### config.mk
export PLATFORM = sky130hd
export DESIGN_NAME = vx_fetch_stage
export DESIGN_NICKNAME = d
export VERILOG_FILES = /design/src/rtl/VX_fetch_pkg.sv /design/src/rtl/vx_fetch_tag_table.sv /design/src/rtl/vx_fetch_stage.sv
export SDC_FILE = /design/constraint.sdc
export NUM_CORES = 1
export LEC_CHECK = 0
export BUFFER_PORTS_ARGS = -buffer_cell sky130_fd_sc_hd__buf_4
export CELL_PAD_IN_SITES_DETAIL_PLACEMENT = 1
export CELL_PAD_IN_SITES_GLOBAL_PLACEMENT = 1
export CORE_AREA = 3 3 158 160
export CTS_CLUSTER_SIZE = 28
export DETAILED_ROUTE_END_ITERATION = 10
export DIE_AREA = 0 0 161 163
export PLACE_DENSITY_LB_ADDON = 0.1
export SYNTH_ARGS = -nofsm -noshare
export SYNTH_HDL_FRONTEND = slang
export SYNTH_SLANG_ARGS = --single-unit
### constraint.sdc
create_clock -name clk -period 7.3 [get_ports clk]
set_input_delay 2.19 -clock clk [delete_from_list [all_inputs] [get_ports clk]]
set_output_delay 2.19 -clock clk [all_outputs]
set_load 0.02 [all_outputs]
### src/rtl/VX_fetch_pkg.sv
`default_nettype none
// ============================================================================
//  Module      : VX_fetch_pkg
//  Description : Shared widths and types for the instruction fetch stage.
//                Widths NUM_WARPS, NUM_THREADS, UUID_WIDTH and XLEN are
//                fixed package parameters.
//  Revision    : 1.0 - initial release
// ============================================================================
package VX_fetch_pkg;

    localparam int NUM_WARPS   = 4;
    localparam int NUM_THREADS = 4;
    localparam int UUID_WIDTH  = 44;
    localparam int XLEN        = 32;

    // Warp-id width, never narrower than one bit.
    localparam int NW_W  = (NUM_WARPS > 1) ? $clog2(NUM_WARPS) : 1;
    localparam int TAG_W = UUID_WIDTH + NW_W;

    // I-cache tag: uuid in the upper bits, warp id in the lower bits.
    typedef struct packed {
        logic [UUID_WIDTH-1:0] uuid;
        logic [NW_W-1:0]       wid;
    } fetch_tag_t;

    // Per-warp metadata held while the I-cache read is in flight.
    typedef struct packed {
        logic [NUM_THREADS-1:0] tmask;
        logic [XLEN-1:0]        PC;
    } fetch_entry_t;

endpackage
`default_nettype wire

### src/rtl/vx_fetch_tag_table.sv
`default_nettype none
// ============================================================================
//  Module      : vx_fetch_tag_table
//  Description : One pending bit and one {tmask, PC} entry per warp. Write
//                port sets pending and stores the entry; clear port drops
//                pending. Entry read is asynchronous by warp id.
//  Revision    : 1.0 - initial release
// ============================================================================
module vx_fetch_tag_table
   import VX_fetch_pkg::*;
(
   input  logic                                 clk,
   input  logic                                 reset,
   input  logic                                 wr_en,
   input  logic [NW_W-1:0]                      wr_wid,
   input  logic [$bits(fetch_entry_t)-1:0]      wr_entry,
   input  logic                                 clr_en,
   input  logic [NW_W-1:0]                      clr_wid,
   input  logic [NW_W-1:0]                      rd_wid,
   output logic [$bits(fetch_entry_t)-1:0]      rd_entry,
   output logic [NUM_WARPS-1:0]                 pending
);

   logic [NUM_WARPS-1:0]             pending_bits;
   logic [$bits(fetch_entry_t)-1:0]  entries [NUM_WARPS];

   // Pending bits: clear and set target different warps, so ordering only
   // matters for robustness; set wins.
   always_ff @(posedge clk) begin
      if (reset) begin
         pending_bits <= '0;
      end else begin
         if (clr_en) pending_bits[clr_wid] <= 1'b0;
         if (wr_en)  pending_bits[wr_wid]  <= 1'b1;
      end
   end

   // Entry storage has no reset; it is only meaningful while pending.
   always_ff @(posedge clk) begin
      if (wr_en) entries[wr_wid] <= wr_entry;
   end

   assign rd_entry = entries[rd_wid];
   assign pending  = pending_bits;

endmodule
`default_nettype wire

### src/rtl/vx_fetch_stage.sv
`default_nettype none
// ============================================================================
//  Module      : vx_fetch_stage
//  Description : Accepts schedule requests, issues I-cache reads tagged with
//                {uuid, wid}, and joins out-of-order responses with the stored
//                {tmask, PC} to feed decode. One outstanding fetch per warp.
//                Optional macro VX_FETCH_PERF_EN builds a saturating
//                schedule-stall cycle counter.
//  Revision    : 1.0 - initial release
// ============================================================================
module vx_fetch_stage
   import VX_fetch_pkg::*;
#(
   parameter int PERF_CTR_BITS = 44
) (
   input  logic                     clk,
   input  logic                     reset,
   input  logic                     sched_valid,
   input  logic [UUID_WIDTH-1:0]    sched_uuid,
   input  logic [NW_W-1:0]          sched_wid,
   input  logic [NUM_THREADS-1:0]   sched_tmask,
   input  logic [XLEN-1:0]          sched_PC,
   output logic                     sched_ready,
   output logic                     icache_req_valid,
   output logic [XLEN-3:0]          icache_req_addr,
   output logic [TAG_W-1:0]         icache_req_tag,
   input  logic                     icache_req_ready,
   input  logic                     icache_rsp_valid,
   input  logic [31:0]              icache_rsp_data,
   input  logic [TAG_W-1:0]         icache_rsp_tag,
   output logic                     icache_rsp_ready,
   output logic                     fetch_valid,
   output logic [UUID_WIDTH-1:0]    fetch_uuid,
   output logic [NW_W-1:0]          fetch_wid,
   output logic [NUM_THREADS-1:0]   fetch_tmask,
   output logic [XLEN-1:0]          fetch_PC,
   output logic [31:0]              fetch_instr,
   input  logic                     fetch_ready,
   output logic                     busy,
   output logic [PERF_CTR_BITS-1:0] perf_stall_cycles
);

   fetch_tag_t           req_tag;
   fetch_tag_t           rsp_tag;
   fetch_entry_t         wr_entry;
   fetch_entry_t         rd_entry;
   logic [NUM_WARPS-1:0] pending;
   logic                 sched_blocked;
   logic                 hit;
   logic                 sched_fire;
   logic                 fetch_fire;

   // Schedule side: a warp with a fetch in flight is held off. Reset also
   // blocks so nothing is issued while the pending bits are being cleared.
   assign sched_blocked    = reset | pending[sched_wid];
   assign icache_req_valid = sched_valid & ~sched_blocked;
   assign sched_ready      = icache_req_ready & ~sched_blocked;
   assign sched_fire       = sched_valid & sched_ready;

   assign req_tag.uuid     = sched_uuid;
   assign req_tag.wid      = sched_wid;
   assign icache_req_tag   = req_tag;
   assign icache_req_addr  = sched_PC[XLEN-1:2];

   assign wr_entry.tmask   = sched_tmask;
   assign wr_entry.PC      = sched_PC;

   // Response side: pass-through when the tagged warp is pending, otherwise
   // the response is swallowed (ready=1, no fetch_valid).
   assign rsp_tag          = icache_rsp_tag;
   assign hit              = pending[rsp_tag.wid] & ~reset;
   assign fetch_valid      = icache_rsp_valid & hit;
   assign icache_rsp_ready = hit ? fetch_ready : 1'b1;
   assign fetch_fire       = fetch_valid & fetch_ready;

   assign fetch_uuid       = rsp_tag.uuid;
   assign fetch_wid        = rsp_tag.wid;
   assign fetch_tmask      = rd_entry.tmask;
   assign fetch_PC         = rd_entry.PC;
   assign fetch_instr      = icache_rsp_data;

   assign busy             = (|pending) & ~reset;

   vx_fetch_tag_table u_tag_table (
      .clk      (clk),
      .reset    (reset),
      .wr_en    (sched_fire),
      .wr_wid   (sched_wid),
      .wr_entry (wr_entry),
      .clr_en   (fetch_fire),
      .clr_wid  (rsp_tag.wid),
      .rd_wid   (rsp_tag.wid),
      .rd_entry (rd_entry),
      .pending  (pending)
   );

`ifdef VX_FETCH_PERF_EN
   logic [PERF_CTR_BITS-1:0] stall_count;

   // Count cycles where the scheduler offers work but cannot issue; saturate.
   always_ff @(posedge clk) begin
      if (reset) begin
         stall_count <= '0;
      end else if (sched_valid && !sched_ready && !(&stall_count)) begin
         stall_count <= stall_count + PERF_CTR_BITS'(1);
      end
   end

   assign perf_stall_cycles = stall_count;
`else
   assign perf_stall_cycles = '0;
`endif

`ifndef SYNTHESIS
   // Scheduled PCs must be word aligned.
   always_ff @(posedge clk) begin
      if (!reset && sched_valid) begin
         assert (sched_PC[1:0] == 2'b00)
            else $error("vx_fetch_stage: unaligned sched_PC 0x%0h", sched_PC);
      end
   end

   // A response for an idle warp is dropped; flag it for debug.
   always_ff @(posedge clk) begin
      if (!reset && icache_rsp_valid) begin
         assert (hit)
            else $warning("vx_fetch_stage: response for idle warp %0d dropped", rsp_tag.wid);
      end
   end
`endif

endmodule
`default_nettype wire

== Word level (Yosys, flattened, before mapping) ==
Memories as Yosys holds them, arrays and structs flattened.
Cells that the tools add are included.

* Register bits after elaboration: 4
* RAM bits: 144
* Input bits: 166
* Logic and storage cells: 36
* Memories: 1

{| class="wikitable"
|+ Memories
! name !! words !! width !! rd ports !! clocked after memory_dff !! wr ports !! RTL line !! text
|-
| u_tag_table.entries || 4 || 36 || 1 || 0 || 1 || vx_fetch_tag_table.sv:25 || <nowiki>logic [$bits(fetch_entry_t)-1:0] entries [NUM_WARPS];</nowiki>
|}

* $lt $le $gt $ge: 4
* Multiplexer cells: 14
* Bitwise operators: 13
* Reductions and logical operators: 3

{| class="wikitable"
|+ Operator list
! cell !! number
|-
| $mux W4 || 3
|-
| $and A1 B1 Y1 || 7
|-
| $mux W1 || 7
|-
| $lt A2 B3 Y1 const B || 2
|-
| $and A4 B4 Y4 || 1
|-
| $bmux W1 S2 || 2
|-
| $demux W1 S2 || 2
|-
| $ge A2 B1 Y1 const B || 2
|-
| $not A4 Y4 || 1
|-
| $or A4 B4 Y4 || 1
|-
| $reduce_or A4 Y1 || 1
|-
| $logic_and A1 B1 Y1 || 2
|-
| $not A1 Y1 || 2
|-
| $or A1 B1 Y1 || 1
|}

== Depth between registers and ports, before layout ==
* Depth after elaboration: 10
* Gate-level depth with buffers: 5
* Mapped depth without buffers: 3

== Modules after synthesis ==
From an unflattened synthesis, not the netlist that was laid out.

* Cells, all modules: 422
* Area, all modules: 7,051.8 µm²

{| class="wikitable"
|+ By module, submodules not included
! module !! instances !! cells an instance !! area each (µm²) !! sequential area each (µm²)
|-
| vx_fetch_tag_table || 1 || 211 || 5,454.0 || 4,404.2
|-
| vx_fetch_stage || 1 || 211 || 1,597.8 || 0.0
|}

== Worst setup path after synthesis ==
No wires, ideal clock.

* Path type: input port to flip-flop
* From: input port reset
* To: memory u_tag_table.entries[0][0] in the netlist's numbering (enable)
* Setup time: 0.519 ns
* Data arrival time: 5.926 ns
* Data required time: 6.781 ns
* Path slack: 0.855 ns
* Stages: 2
* Path buffers: 1
* Path through: buf_2 nor4_1

* Word-level cells in the longest chain between the ends: 6

{| class="wikitable"
|+ RTL lines
! item !! RTL line !! text
|-
| start, declared || vx_fetch_stage.sv:17 || <nowiki>input logic reset,</nowiki>
|-
| $or A1 B1 Y1 || vx_fetch_stage.sv:55 || <nowiki>assign sched_blocked = reset | pending[sched_wid];</nowiki>
|-
| $not A1 Y1 || vx_fetch_stage.sv:57 || <nowiki>assign sched_ready = icache_req_ready & ~sched_blocked;</nowiki>
|-
| $and A1 B1 Y1 || vx_fetch_stage.sv:57 ||
|-
| $and A1 B1 Y1 || vx_fetch_stage.sv:58 || <nowiki>assign sched_fire = sched_valid & sched_ready;</nowiki>
|-
| $mux W1 || vx_fetch_tag_table.sv:40 || <nowiki>if (wr_en) entries[wr_wid] <= wr_entry;</nowiki>
|-
| $mux W1 (implied by the code) || vx_fetch_tag_table.sv:40 ||
|-
| end, declared || vx_fetch_tag_table.sv:25 ||
|}

No other way between the ends.

== Worst setup path in the final report ==
* From: input port icache_rsp_tag[0]
* To: output port fetch_PC[14]

* Word-level cells in the longest chain between the ends: 1

{| class="wikitable"
|+ RTL lines
! item !! RTL line !! text
|-
| start, declared || vx_fetch_stage.sv:30 || <nowiki>input logic [TAG_W-1:0] icache_rsp_tag,</nowiki>
|-
| $mem_v2 Z4 W36 || n/a ||
|-
| end, declared || vx_fetch_stage.sv:36 || <nowiki>output logic [XLEN-1:0] fetch_PC,</nowiki>
|}

No other way between the ends.

==> impl_metrics.json <==
{
  "status": "finished, final reports clean",
  "critPathLaunchType": "input port",
  "drt.antenna.violating_nets": 0,
  "synth_seq_cells": 148,
  "ys_warn_count": 0,
  "post-route-drc-count": 0,
  "layout.filler_cells": 2449,
  "footprint_of_the_multi_input_gates_mm2": 0.00131,
  "1st_pass_router_iterations": 4,
  "dr_wl_met3_um": 4160,
  "worst_case_clock_skew_ns": 0.00728,
  "htree_levels": 4,
  "timing.critical_path.cells": "buf_4 > buf_4 > mux4_1 > buf_4",
  "global_route_wire_length_before_repair_um": 27800,
  "netlist_instances": 427,
  "mappedNetlistArea_mm2": 0.00710,
  "clk-insertion-delay-late_ns": 0.41,
  "initialDrtViolationCount": 202,
  "tritoncts.num_buffers": 17,
  "grt_pass1_vias": 3347,
  "netlist.area_leader.share": 0.609,
  "cts.root.buffer_cell": "sky130_fd_sc_hd__clkbuf_16",
  "detailroute.via_count": 3185,
  "post_synth_main_area_contributors": "sky130_fd_sc_hd__edfxtp_1, sky130_fd_sc_hd__buf_4, sky130_fd_sc_hd__mux4_1",
  "slew_headroom": 0.571,
  "hold_buffers": 0,
  "clock_sinks": 148,
  "final_period_minus_worst_setup_slack_ns": 5.89,
  "post_drt_wl_per_cell_um": 28.2,
  "worst_setup_path_end_kind": "output pin",
  "slowest_stage": "sky130_fd_sc_hd__mux4_1",
  "critical_path.most_common_cell": "sky130_fd_sc_hd__buf_4",
  "tritoncts": "built",
  "top_layer": "met5",
  "max_clock_freq_mhz": 170,
  "holdCritPathClass": "reg2reg",
  "syn2layout_area_growth_pct": 7.65,
  "worst_pin_slew_ns": 0.644,
  "critPathArrivalTime_ns": 3.70,
  "num-nets-final": 573,
  "path_max_fanout": 23,
  "grt_start_max_net_pins": 41,
  "power-per-cell-area_mw_per_mm2": 258,
  "layout.cells.most_common_list": "sky130_fd_sc_hd__edfxtp_1, sky130_fd_sc_hd__buf_4, sky130_fd_sc_hd__conb_1, sky130_fd_sc_hd__mux4_1, sky130_fd_sc_hd__clkbuf_16",
  "rsz0062_at_grt": "false",
  "critical_path_rt_ns": 5.11,
  "critPathKind": "in2out",
  "antenna-diode-count": 0,
  "yosys.area.top_type": "sky130_fd_sc_hd__edfxtp_1",
  "initial_antenna_violation_count": 0,
  "synth-seq-area-share": 0.620,
  "power_leakage_uw": 0.00274,
  "setup_viol": 0,
  "core_mm2": 0.0235,
  "dieArea_mm2": 0.0262,
  "dp_hpwl_um": 15300,
  "final-max-slew-violation-count": 0,
  "buffer_ports.inserted": 120,
  "boundaryPins": 405,
  "area.sequential_mm2": 0.00440,
  "fp-row-count": 56,
  "timing.max_cap.violations": 0,
  "mostFrequentLayoutCell": "sky130_fd_sc_hd__edfxtp_1",
  "ctsLongestPathBuffers": 2,
  "fin_setup_tns_ns": 0,
  "gpl.final_weighted_congestion": 0.756,
  "effective_utilization_at_floorplan": 0.302,
  "final_worst_path_cycle_share": 0.807,
  "max-vdd-ir-drop_mv": 0.148,
  "met2WireLength_um": 9720,
  "grt_remaining_overflow": 0,
  "routedLengthMet1_um": 6280,
  "post_route_cells_drive_above_1_share": 0.424,
  "die_width_um": 161,
  "finalHoldViolations": 0,
  "yosysUniqueCellTypes": 29,
  "post-route-util": 0.325,
  "routed_wl_um": 20800,
  "slowest_delay_ns": 0.61,
  "post_synth.cell_area_avg_um2": 16.6,
  "postCtsSetupBuffers": 0,
  "cts_repair_resize_count": 0,
  "clk_pin_slew_worst_paths_ns": 0.06,
  "grt.total_usage": 0.154,
  "dieHeight_um": 163,
  "route.detailed.vias_per_inst": 4.31
}
synth_stat cells:
master / number
sky130_fd_sc_hd__buf_4: 198
sky130_fd_sc_hd__edfxtp_1: 144
sky130_fd_sc_hd__mux4_1: 21
sky130_fd_sc_hd__mux4_2: 16
sky130_fd_sc_hd__buf_2: 5
sky130_fd_sc_hd__buf_6: 5
sky130_fd_sc_hd__dfxtp_1: 4
sky130_fd_sc_hd__nor2_1: 4
sky130_fd_sc_hd__nor3_1: 3
sky130_fd_sc_hd__nor4_1: 3
sky130_fd_sc_hd__a311oi_1: 2
sky130_fd_sc_hd__a41oi_1: 2
sky130_fd_sc_hd__inv_1: 2
sky130_fd_sc_hd__nand2_1: 2
sky130_fd_sc_hd__nor2b_1: 2
sky130_fd_sc_hd__a21oi_1: 1
sky130_fd_sc_hd__a2bb2oi_1: 1
sky130_fd_sc_hd__and3b_1: 1
sky130_fd_sc_hd__conb_1: 1
sky130_fd_sc_hd__mux2_2: 1
sky130_fd_sc_hd__mux2i_1: 1
sky130_fd_sc_hd__nand2b_1: 1
sky130_fd_sc_hd__nand3_1: 1
sky130_fd_sc_hd__nand3b_1: 1
sky130_fd_sc_hd__nand4b_1: 1
sky130_fd_sc_hd__nor4bb_1: 1
sky130_fd_sc_hd__o21ai_0: 1
sky130_fd_sc_hd__o21ba_2: 1
sky130_fd_sc_hd__or3_1: 1
critical path, delay by kind of cell:
| kind | cells | cell delay [ns] |
|---|---|---|
| multiplexers | 1 | 0.61 |
| buffers and inverters | 3 | 0.88 |
cell type report:
type,count,area share
repair buffers,126,0.124
well taps,319,0.0522
clock buffers,18,0.0561
flip-flops and latches,148,0.576
multi-input cells,112,0.171
inverters,2,0.000982
clock inverters,14,0.0200
state kept, by name (all words and copies together) (netlist names):
name and flops:
u_tag_table.pending 4, u_tag_table.entries 144
metal layers:
layer,vias to the layer above,GRT usage
met5,-,0.0189
met4,2,0.0594
met3,52,0.145
met2,212,0.234
met1,1604,0.144
li1,1315,-
cells by family after synthesis:
family | after synthesis | share of synthesized area
flops | 148 | 0.620
simple gates | 21 | 0.0171
compound gates | 8 | 0.00899
other cells | 1 | 0.000528
buf+inv | 210 | 0.222
mux | 39 | 0.131
report_power, final:
part / leakage [uW] / switching (uW) / internal, uW
Sequential: 0.00133 / 3.14 / 943
Clock: 0.000263 / 349 / 506
Combinational: 0.00114 / 106 / 67.5
Total: 0.00274 / 458 / 1520
through the flow:
step	instance area [um2]	std cells	total power (uW)	hold slack [ns]	worst slack, ns
final	7640	739	1970	0.573	1.41
after global routing	7640	739	2050	0.637	1.30
after CTS	7640	739	2010	0.574	1.34
after detailed placement	7060	707	1140	0.565	1.34
after global placement	7060	707	1140	0.557	1.35
after floorplan	7260	470	1180	0.493	0.855
path summary, 6_finish.rpt:
| check | end | cells after the start | startpoint | slack, ns |
|---|---|---|---|---|
| hold / removal | u_tag_table.pending[2] | 2 | u_tag_table.pending[2] | 0.57 |
| hold reg to reg | u_tag_table.pending[2] | 2 | u_tag_table.pending[2] | 0.57 |
| setup reg to reg | u_tag_table.entries[0][10] | 2 | u_tag_table.pending[0] | 5.72 |
| setup / recovery | fetch_PC[14] | 4 | icache_rsp_tag[0] | 1.41 |
Note: power is estimated with default switching activity, not from simulation.
